[src/rtl/trap_ctrl_if.sv]
// Signal bundle between the core and the machine-mode trap controller.
// trap_ctrl takes the slave side; the core (or a bench) takes the master side.
interface trap_ctrl_if;
    logic        int_req;
    logic [31:0] mstatus;
    logic [31:0] mie;
    logic [31:0] mtvec;
    logic [31:0] mepc;
    logic [31:0] pc;
    logic        mret;
    logic        halt_ack;
    logic        core_csr_w_en;
    logic [11:0] core_csr_addr;
    logic [31:0] core_csr_w_data;
    logic        csr_w_en;
    logic [11:0] csr_addr;
    logic [31:0] csr_w_data;
    logic        core_csr_stall;
    logic        halt_req;
    logic        pc_load;
    logic [31:0] pc_load_value;
    logic        in_trap;

    modport slave (
        input  int_req, mstatus, mie, mtvec, mepc, pc, mret, halt_ack,
        input  core_csr_w_en, core_csr_addr, core_csr_w_data,
        output csr_w_en, csr_addr, csr_w_data, core_csr_stall,
        output halt_req, pc_load, pc_load_value, in_trap
    );

    modport master (
        output int_req, mstatus, mie, mtvec, mepc, pc, mret, halt_ack,
        output core_csr_w_en, core_csr_addr, core_csr_w_data,
        input  csr_w_en, csr_addr, csr_w_data, core_csr_stall,
        input  halt_req, pc_load, pc_load_value, in_trap
    );
endinterface

[src/rtl/trap_ctrl.sv]
// Machine external-interrupt entry and mret return sequencer: halts the core,
// performs the trap CSR updates over the shared CSR write port and redirects the PC.
module trap_ctrl (
    input  logic       clock,
    input  logic       reset_n,
    trap_ctrl_if.slave bus
);
    typedef enum logic [3:0] {
        IDLE, T_HALT, W_MEPC, W_MCAUSE, W_MTVAL, W_MSTAT, T_VEC,
        HANDLER, R_HALT, R_MSTAT, R_VEC
    } state_e;

    state_e      state_q, state_d;
    logic [31:0] saved_pc_q, saved_pc_d;
    logic        mret_pend_q, mret_pend_d;
    logic        take;
    logic        pass;
    logic        own_wr;
    logic [11:0] own_addr;
    logic [31:0] own_data;
    logic [31:0] vec_base;
    logic        unused_ok;

    assign take      = bus.int_req & bus.mstatus[3] & bus.mie[11];
    assign vec_base  = {bus.mtvec[31:2], 2'b00};
    assign unused_ok = ^{bus.mie[31:12], bus.mie[10:0], bus.mepc[1:0]};

    function automatic logic [31:0] entry_mstatus(input logic [31:0] ms);
        logic [31:0] r;
        r        = ms;
        r[3]     = 1'b0;
        r[7]     = ms[3];
        r[12:11] = 2'b11;
        return r;
    endfunction

    function automatic logic [31:0] return_mstatus(input logic [31:0] ms);
        logic [31:0] r;
        r        = ms;
        r[3]     = ms[7];
        r[7]     = 1'b1;
        r[12:11] = 2'b11;
        return r;
    endfunction

    always_ff @(posedge clock) begin
        if (!reset_n) begin
            state_q     <= IDLE;
            saved_pc_q  <= '0;
            mret_pend_q <= 1'b0;
        end else begin
            state_q     <= state_d;
            saved_pc_q  <= saved_pc_d;
            mret_pend_q <= mret_pend_d;
        end
    end

    always_comb begin
        state_d           = state_q;
        saved_pc_d        = saved_pc_q;
        mret_pend_d       = mret_pend_q | bus.mret;
        pass              = 1'b0;
        own_wr            = 1'b0;
        own_addr          = '0;
        own_data          = '0;
        bus.halt_req      = 1'b0;
        bus.in_trap       = 1'b0;
        bus.pc_load       = 1'b0;
        bus.pc_load_value = '0;

        case (state_q)
            IDLE: begin
                pass = 1'b1;
                if (take)             state_d = T_HALT;
                else if (mret_pend_q) state_d = R_HALT;
            end
            T_HALT: begin
                pass         = 1'b1;
                bus.halt_req = 1'b1;
                if (bus.halt_ack) begin
                    saved_pc_d = bus.pc;
                    state_d    = W_MEPC;
                end
            end
            W_MEPC: begin
                bus.halt_req = 1'b1;
                bus.in_trap  = 1'b1;
                own_wr       = 1'b1;
                own_addr     = 12'h341;
                own_data     = saved_pc_q;
                state_d      = W_MCAUSE;
            end
            W_MCAUSE: begin
                bus.halt_req = 1'b1;
                bus.in_trap  = 1'b1;
                own_wr       = 1'b1;
                own_addr     = 12'h342;
                own_data     = 32'h8000_000B;
                state_d      = W_MTVAL;
            end
            W_MTVAL: begin
                bus.halt_req = 1'b1;
                bus.in_trap  = 1'b1;
                own_wr       = 1'b1;
                own_addr     = 12'h343;
                state_d      = W_MSTAT;
            end
            W_MSTAT: begin
                bus.halt_req = 1'b1;
                bus.in_trap  = 1'b1;
                own_wr       = 1'b1;
                own_addr     = 12'h300;
                own_data     = entry_mstatus(bus.mstatus);
                state_d      = T_VEC;
            end
            T_VEC: begin
                bus.halt_req      = 1'b1;
                bus.in_trap       = 1'b1;
                bus.pc_load       = reset_n;
                // Non-zero mode bits select vectored dispatch: base + 4*cause(11)
                bus.pc_load_value = (bus.mtvec[1:0] == 2'b00) ? vec_base
                                                              : vec_base + 32'h2C;
                state_d           = HANDLER;
            end
            HANDLER: begin
                pass        = 1'b1;
                bus.in_trap = 1'b1;
                if (mret_pend_q) state_d = R_HALT;
            end
            R_HALT: begin
                pass         = 1'b1;
                bus.halt_req = 1'b1;
                bus.in_trap  = 1'b1;
                if (bus.halt_ack) state_d = R_MSTAT;
            end
            R_MSTAT: begin
                bus.halt_req = 1'b1;
                bus.in_trap  = 1'b1;
                own_wr       = 1'b1;
                own_addr     = 12'h300;
                own_data     = return_mstatus(bus.mstatus);
                state_d      = R_VEC;
            end
            R_VEC: begin
                bus.halt_req      = 1'b1;
                bus.in_trap       = 1'b1;
                bus.pc_load       = reset_n;
                bus.pc_load_value = {bus.mepc[31:2], 2'b00};
                state_d           = IDLE;
            end
            default: state_d = IDLE;
        endcase

        // Entering R_HALT consumes the pending flag, including a pulse in this same cycle
        if (state_d == R_HALT && state_q != R_HALT) mret_pend_d = 1'b0;

        // A controller write cut short by reset must never reach the CSR file
        bus.csr_w_en       = pass ? bus.core_csr_w_en : (own_wr & reset_n);
        bus.csr_addr       = pass ? bus.core_csr_addr : own_addr;
        bus.csr_w_data     = pass ? bus.core_csr_w_data : own_data;
        bus.core_csr_stall = own_wr & bus.core_csr_w_en;
    end
endmodule

[src/flat_wrapper.sv]
// flat-port wrapper written by rule: the top's interface ports become plain ports
module trap_ctrl_flat 
  (clock, reset_n, bus_int_req, bus_mstatus, bus_mie, bus_mtvec, bus_mepc, bus_pc, bus_mret, bus_halt_ack, bus_core_csr_w_en, bus_core_csr_addr, bus_core_csr_w_data, bus_csr_w_en, bus_csr_addr, bus_csr_w_data, bus_core_csr_stall, bus_halt_req, bus_pc_load, bus_pc_load_value, bus_in_trap);
  trap_ctrl_if bus_i ();
  input  logic clock;
  input  logic reset_n;
  input wire logic [$bits(bus_i.int_req)-1:0] bus_int_req;
  input wire logic [$bits(bus_i.mstatus)-1:0] bus_mstatus;
  input wire logic [$bits(bus_i.mie)-1:0] bus_mie;
  input wire logic [$bits(bus_i.mtvec)-1:0] bus_mtvec;
  input wire logic [$bits(bus_i.mepc)-1:0] bus_mepc;
  input wire logic [$bits(bus_i.pc)-1:0] bus_pc;
  input wire logic [$bits(bus_i.mret)-1:0] bus_mret;
  input wire logic [$bits(bus_i.halt_ack)-1:0] bus_halt_ack;
  input wire logic [$bits(bus_i.core_csr_w_en)-1:0] bus_core_csr_w_en;
  input wire logic [$bits(bus_i.core_csr_addr)-1:0] bus_core_csr_addr;
  input wire logic [$bits(bus_i.core_csr_w_data)-1:0] bus_core_csr_w_data;
  output wire logic [$bits(bus_i.csr_w_en)-1:0] bus_csr_w_en;
  output wire logic [$bits(bus_i.csr_addr)-1:0] bus_csr_addr;
  output wire logic [$bits(bus_i.csr_w_data)-1:0] bus_csr_w_data;
  output wire logic [$bits(bus_i.core_csr_stall)-1:0] bus_core_csr_stall;
  output wire logic [$bits(bus_i.halt_req)-1:0] bus_halt_req;
  output wire logic [$bits(bus_i.pc_load)-1:0] bus_pc_load;
  output wire logic [$bits(bus_i.pc_load_value)-1:0] bus_pc_load_value;
  output wire logic [$bits(bus_i.in_trap)-1:0] bus_in_trap;
  assign bus_i.int_req = bus_int_req;
  assign bus_i.mstatus = bus_mstatus;
  assign bus_i.mie = bus_mie;
  assign bus_i.mtvec = bus_mtvec;
  assign bus_i.mepc = bus_mepc;
  assign bus_i.pc = bus_pc;
  assign bus_i.mret = bus_mret;
  assign bus_i.halt_ack = bus_halt_ack;
  assign bus_i.core_csr_w_en = bus_core_csr_w_en;
  assign bus_i.core_csr_addr = bus_core_csr_addr;
  assign bus_i.core_csr_w_data = bus_core_csr_w_data;
  assign bus_csr_w_en = bus_i.csr_w_en;
  assign bus_csr_addr = bus_i.csr_addr;
  assign bus_csr_w_data = bus_i.csr_w_data;
  assign bus_core_csr_stall = bus_i.core_csr_stall;
  assign bus_halt_req = bus_i.halt_req;
  assign bus_pc_load = bus_i.pc_load;
  assign bus_pc_load_value = bus_i.pc_load_value;
  assign bus_in_trap = bus_i.in_trap;
  trap_ctrl u_core (.clock(clock), .reset_n(reset_n), .bus(bus_i));
endmodule
[config.mk]
export PLATFORM = sky130hd
export DESIGN_NAME = trap_ctrl_flat
export DESIGN_NICKNAME = d
export VERILOG_FILES = /design/src/rtl/trap_ctrl_if.sv /design/src/rtl/trap_ctrl.sv /design/src/flat_wrapper.sv
export SDC_FILE = /design/constraint.sdc
export NUM_CORES = 1
export LEC_CHECK = 0
export ABC_AREA = 1
export CORE_MARGIN = 2
export CORE_UTILIZATION = 25
export DETAILED_ROUTE_END_ITERATION = 16
export GPL_TIMING_DRIVEN = 1
export PLACE_DENSITY_LB_ADDON = 0.15
export SLEW_MARGIN = 0
export SYNTH_ARGS = -nofsm -noshare
export SYNTH_HDL_FRONTEND = slang
export SYNTH_SLANG_ARGS = --single-unit
[constraint.sdc]
create_clock -name clock -period 2.25 [get_ports clock]
set_input_delay 0.225 -clock clock [delete_from_list [all_inputs] [get_ports clock]]
set_output_delay 0.225 -clock clock [all_outputs]
set_load 0.005 [all_outputs]
# ---- Word level (Yosys, flattened, before mapping)
# Cells that the tools add are included.
dict set report word_totals {
  ff_bits 37
  inputBits 210
  output_inout_bits 81
}
dict set report op_classes {
  n_addsub 1
  n_eq_ne 12
  n_mux 17
  n_bitwise 6
  reduce_logical 11
}
# op count
set ops {}
lappend ops {{32-bit case mux with 4 select lines} 1}
lappend ops {{32-bit 2-to-1 mux} 2}
lappend ops {{32-bit case mux with 2 select lines} 1}
lappend ops {{10-bit case mux with 4 select lines} 1}
lappend ops {{4-bit case mux with 10 select lines} 1}
lappend ops {{32-bit by 6-bit adder with 32-bit output, second input constant} 1}
lappend ops {{9-bit OR reduction} 2}
lappend ops {{4-bit by 3-bit equality test with 1-bit output, second input constant} 4}
lappend ops {{4-bit equality test, second input constant} 4}
lappend ops {{4-bit 2-to-1 mux} 4}
lappend ops {{12-bit 2-to-1 mux} 1}
lappend ops {{4-bit by 2-bit equality test with 1-bit output, second input constant} 2}
lappend ops {{1-bit 2-to-1 mux} 6}
lappend ops {{2-bit OR reduction} 3}
lappend ops {{5-bit OR reduction} 1}
lappend ops {{1-bit bitwise AND} 4}
lappend ops {{4-bit by 1-bit equality test with 1-bit output, second input constant} 1}
lappend ops {{4-bit logical NOT} 1}
lappend ops {{4-bit != test, second input constant} 1}
lappend ops {{4-bit OR reduction} 1}
lappend ops {{2-bit logical NOT} 1}
lappend ops {{2-bit AND reduction} 1}
lappend ops {{1-bit logical AND} 1}
lappend ops {{1-bit inverter} 1}
lappend ops {{1-bit OR} 1}

# ---- Logic depth before layout (Yosys ltp)
dict set report depth {
  depth_word 7
  mapped_depth 11
}

# ---- Least setup slack after synthesis
# Ideal clock, no wire load.
dict set report synth_timing {
  path_kind {input -> output}
  startpoint {input port bus_mtvec[2]}
  endpoint {output port bus_pc_load_value[18]}
  t_arrival_ps 1276
  required_time_ps 2025
  path_slack_ps 749
  stages 11
  path_cell_list {inv_1 -> ha_1 -> inv_1 -> a21oi_1 -> nor2_1 -> nand2_1 -> nor2_2 -> nand3_1 -> nand2_1 -> nand3_1 -> nand2_1}
}
dict set report synth_via {
  elab_chain_cells 3
}
# item line
set synth_lines {}
lappend synth_lines {{start: declaration} flat_wrapper.sv:10} ;# input wire logic [$bits(bus_i.mtvec)-1:0] bus_mtvec;
lappend synth_lines {{32-bit by 6-bit adder with 32-bit output} trap_ctrl.sv:122} ;# : vec_base + 32'h2C;
lappend synth_lines {{32-bit 2-to-1 mux} trap_ctrl.sv:121} ;# bus.pc_load_value = (bus.mtvec[1:0] == 2'b00) ? vec_base
lappend synth_lines {{32-bit case mux with 2 select lines} trap_ctrl.sv:71} ;# case (state_q)
lappend synth_lines {{end: declaration} flat_wrapper.sv:24} ;# output wire logic [$bits(bus_i.pc_load_value)-1:0] bus_pc_load_value;
# No other way between the ends.

# ---- Final worst setup path
dict set report layout_timing {
  startpoint {input port bus_mtvec[1]}
  endpoint {output port bus_pc_load_value[19]}
}
dict set report layout_via {
  elab_chain_cells 3
}
# item line
set layout_lines {}
lappend layout_lines {{2-bit logical NOT} trap_ctrl.sv:121}
lappend layout_lines {{32-bit 2-to-1 mux} trap_ctrl.sv:121}
lappend layout_lines {{32-bit case mux with 2 select lines} trap_ctrl.sv:71}
# No other way between the ends.

==> run_results.csv <==
group,metric,value,unit
yosys,netlist_area,3430,sq um
sta,fin_crit_sh,96.2,%
clocking,htree_num_levels,2,
critical_path,r2r_end,"u_core.saved_pc_q[26]",
critical_path,crit_path_end_kind,"output pin",
clocking,clk_pin_slew,0.05,ns
critical_path,worst-path-buf-inv,3,
power_and_ir_drop,comb_power_share,51.3,%
clocking,hold_buffers,0,
critical_path,worstSetupPathType,"input pin to output pin",
yosys,synthCells,613,
clocking,cts_buffers,5,
yosys,avgSynthCellArea,5.60,sq um
sta,clock_skew,0.00860,ns
yosys,yosysSeqAreaShare,21.6,%
power_and_ir_drop,power_density,399,nW/um^2
power_and_ir_drop,power_frac_clock,22.8,%
finish,final_area,7230,sq um
global_route,overflow,0,
yosys,synth_warnings,0,
route,wl_per_cell,14.5,microns
sta,max_freq,462,MHz
yosys,synth_edf_count,0,
critical_path,crit_family,"buffers and inverters",
clocking,cts_tree,"done",
critical_path,cp_max_fo,7,
floorplanning,rows,42,
power_and_ir_drop,vdd_ir_drop_max,0.265,mV
route,dr.pass1.iters,5,
floorplanning,fp.dieW,121,microns
min_path,worstHoldPathCells,2,
global_route,antenna_found_initial,0,
min_path,hold_class,"flop to flop",
global_route,track_usage,20.0,%
route,routed_via_density,4.77,
critical_path,r2r_start,"u_core.state_q[1]",
critical_path,cp_slowest_stage_delay,0.50,ns
critical_path,critPathRequiredTime,2.03,ns
critical_path,worstPathCellList,"clkdlybuf4s50_1 > nor2_4 > inv_4 > and3_4 > nand3_1 > nand3_1 > nand2_1 > clkdlybuf4s50_1",
finish,drive_above_1_share,18.5,%
yosys,synth.area.top_cells,"dfxtp_1 (22%), nand2_1 (18%), o21ai_0 (11%), inv_1 (9.3%), a21oi_1 (6.7%)",
floorplanning,initial_utilization,25.7,%
finish,area_delta_synth_final,111,%
yosys,ys_ff_latch,37,
clocking,cts_buffer_depth,2,
route,drc_errors,0,
route,vias,5287,
clocking,root_buffer,"clkbuf_16",
power_and_ir_drop,p_sw,0.933,mW
power_and_ir_drop,p_leak,3.52,nW
critical_path,r2r_setup_slack,0.71,ns
sta,whs,0.451,ns
sta,finalCriticalPeriod,2.16,ns
route,ant_nets,0,
flow_run,maxCapViolCount,0,
yosys,synth_flop_cell,"dfxtp_1",
global_route,grt_first_pass_wirelength,24100,microns
critical_path,cp-start-kind,"input pin",
floorplanning,die-area,14700,sq um
critical_path,worst_ep_arrival_time,1.94,ns
power_and_ir_drop,p_sw_share,32.3,%
global_route,grt_max_degree,65,
clocking,clkSinkCount,37,
sta,drv_slew,0,
power_and_ir_drop,seqPwrFrac,25.8,%
power_and_ir_drop,p_total,2.89,mW
clocking,clkLatencyLatePin,0.27,ns
placement,io_buffer_count,253,
yosys,synthArstFlopShare,0,%
placement,placedInstanceArea,6500,sq um
power_and_ir_drop,internal-power,1.95,mW
floorplanning,ios,291,
yosys,yosys.cell_types.count,35,
placement,dpl.hpwl,12200,microns
yosys,synth_top_area_share,21.6,%
route,drt_iter0_markers,239,
finish,antennaDiodeCount,0,
sta,setup_viol,0,
min_path,hold-path-endpoint,"u_core.saved_pc_q[31]",
placement,dp_cells,1070,
finish,finalNonFillerCells,1108,
placement,place_congestion,0.935,
floorplanning,die_h,121,microns
min_path,min_from,"u_core.saved_pc_q[31]",
route,routed_wl,16000,microns
yosys,synth_top_area_cell,"dfxtp_1",
critical_path,crit_cells,8,
floorplanning,coreArea,13300,sq um
critical_path,r2r.worst_path.cells,7,
run_status,status,"finished clean",
sta,hold_viol,0,
finish,layout.nets,1143,
global_route,grt_pass1_vias,5092,
critical_path,crit_path_top_delay_cell,"clkdlybuf4s50_1",
cells in the mapped netlist (8+ instances only):
cell / n
nand2_1: 164
inv_1: 85
o21ai_0: 74
nor2_1: 50
a21oi_1: 46
nand3_1: 38
dfxtp_1: 37
o211ai_1: 28
buf_2: 12
nand4_1: 12
clkbuf_1: 10
o21ai_1: 8
routing by layer:
metal	track usage [%]	routed length (microns)
met5	0	0
met4	4.74	225
met3	4.79	1250
met2	37.0	8080
met1	23.2	6470
worst min-delay path, stage by stage, from the launching register on:
cell     delay, ns
dfxtp_1       0.29
inv_1         0.06
a21oi_1       0.05
layout by cell type, fill, tap and decap left out, types with 3 or more instances in the layout:
master | netlist | routed
nand2_2 | 4 | 11
nand2_1 | 164 | 154
buf_4 | 3 | 77
buf_6 | 3 | 5
nor2_2 | 5 | 11
o21ai_0 | 74 | 71
nor2_4 | 2 | 15
clkbuf_16 | 0 | 7
o211ai_1 | 28 | 28
o21ai_1 | 8 | 10
a21oi_1 | 46 | 44
nand2_4 | 0 | 3
nor3_1 | 5 | 3
dfxtp_1 | 37 | 33
clkdlybuf4s15_1 | 0 | 3
o2111ai_1 | 3 | 3
buf_12 | 0 | 4
nand3_1 | 38 | 32
dlymetal6s2s_1 | 0 | 40
nand3_4 | 0 | 3
clkbuf_2 | 0 | 6
inv_1 | 85 | 81
clkdlybuf4s50_1 | 0 | 171
nand4_1 | 12 | 12
nor2_1 | 50 | 31
dlygate4sd2_1 | 0 | 32
inv_2 | 6 | 7
nand3_2 | 1 | 4
power by group through the flow:
stage               clock, mW  sequential [mW]  combinational, mW
detailed placement          0            0.755               1.38
global placement            0            0.752               1.36
floorplan                   0            0.748              0.535
finish                  0.659            0.746               1.48
global route            0.711            0.752               1.60
CTS                     0.679            0.743               1.40
worst max path at each step:
stage / from / end
2_1_floorplan: bus_mtvec[2] / bus_pc_load_value[18]
5_1_grt: bus_mtvec[16] / bus_pc_load_value[31]
3_5_place_dp: bus_mtvec[2] / bus_pc_load_value[18]
3_3_place_gp: bus_mtvec[2] / bus_pc_load_value[12]
4_1_cts: u_core.state_q[3] / bus_csr_w_data[29]
6_report: bus_mtvec[1] / bus_pc_load_value[19]
what timing repair did:
action                     4_1_cts  5_1_grt
setup endpoints to repair       60       42
resized for setup              100       86
pin swaps                       20       18
buffers inserted                18       11
gates cloned                     0        2
metrics by stage:
stage               util, %  setup slack (ns)  TNS, ns
floorplan                 -             0.749        0
global placement       48.7            -0.434    -7.07
detailed placement     48.7            -0.470    -7.97
CTS                    51.8          0.000456        0
global route           54.2           -0.0135  -0.0542
finish                 54.2            0.0857        0
layout make-up:
cell class | count | area, sq um
clock buffer | 6 | 129
clock inverter | 1 | 8.76
multi-input combinational | 456 | 2440
fill | 1322 | 6120
inverter | 91 | 352
tap | 176 | 220
sequential | 37 | 751
timing repair buffer | 341 | 3330
sequential cells by signal, summed over array words and instances, names as in the netlist:
name / cells
u_core.mret_pend_q: 1
u_core.saved_pc_q: 32
u_core.state_q: 4
cell families (layout without fill, tap and decap cells):
family | count (synthesis) | count (layout) | share of synthesized area (%)
AO/OA/AOI/OAI | 165 | 165 | 27.0
adder cells (fa/ha/maj) | 1 | 1 | 0.364
buffers and inverters | 121 | 439 | 14.9
flip-flops | 37 | 37 | 21.6
other | 1 | 2 | 0.109
AND/OR/NAND/NOR | 288 | 288 | 36.0
No activity file was read; power rests on OpenSTA's default activity.
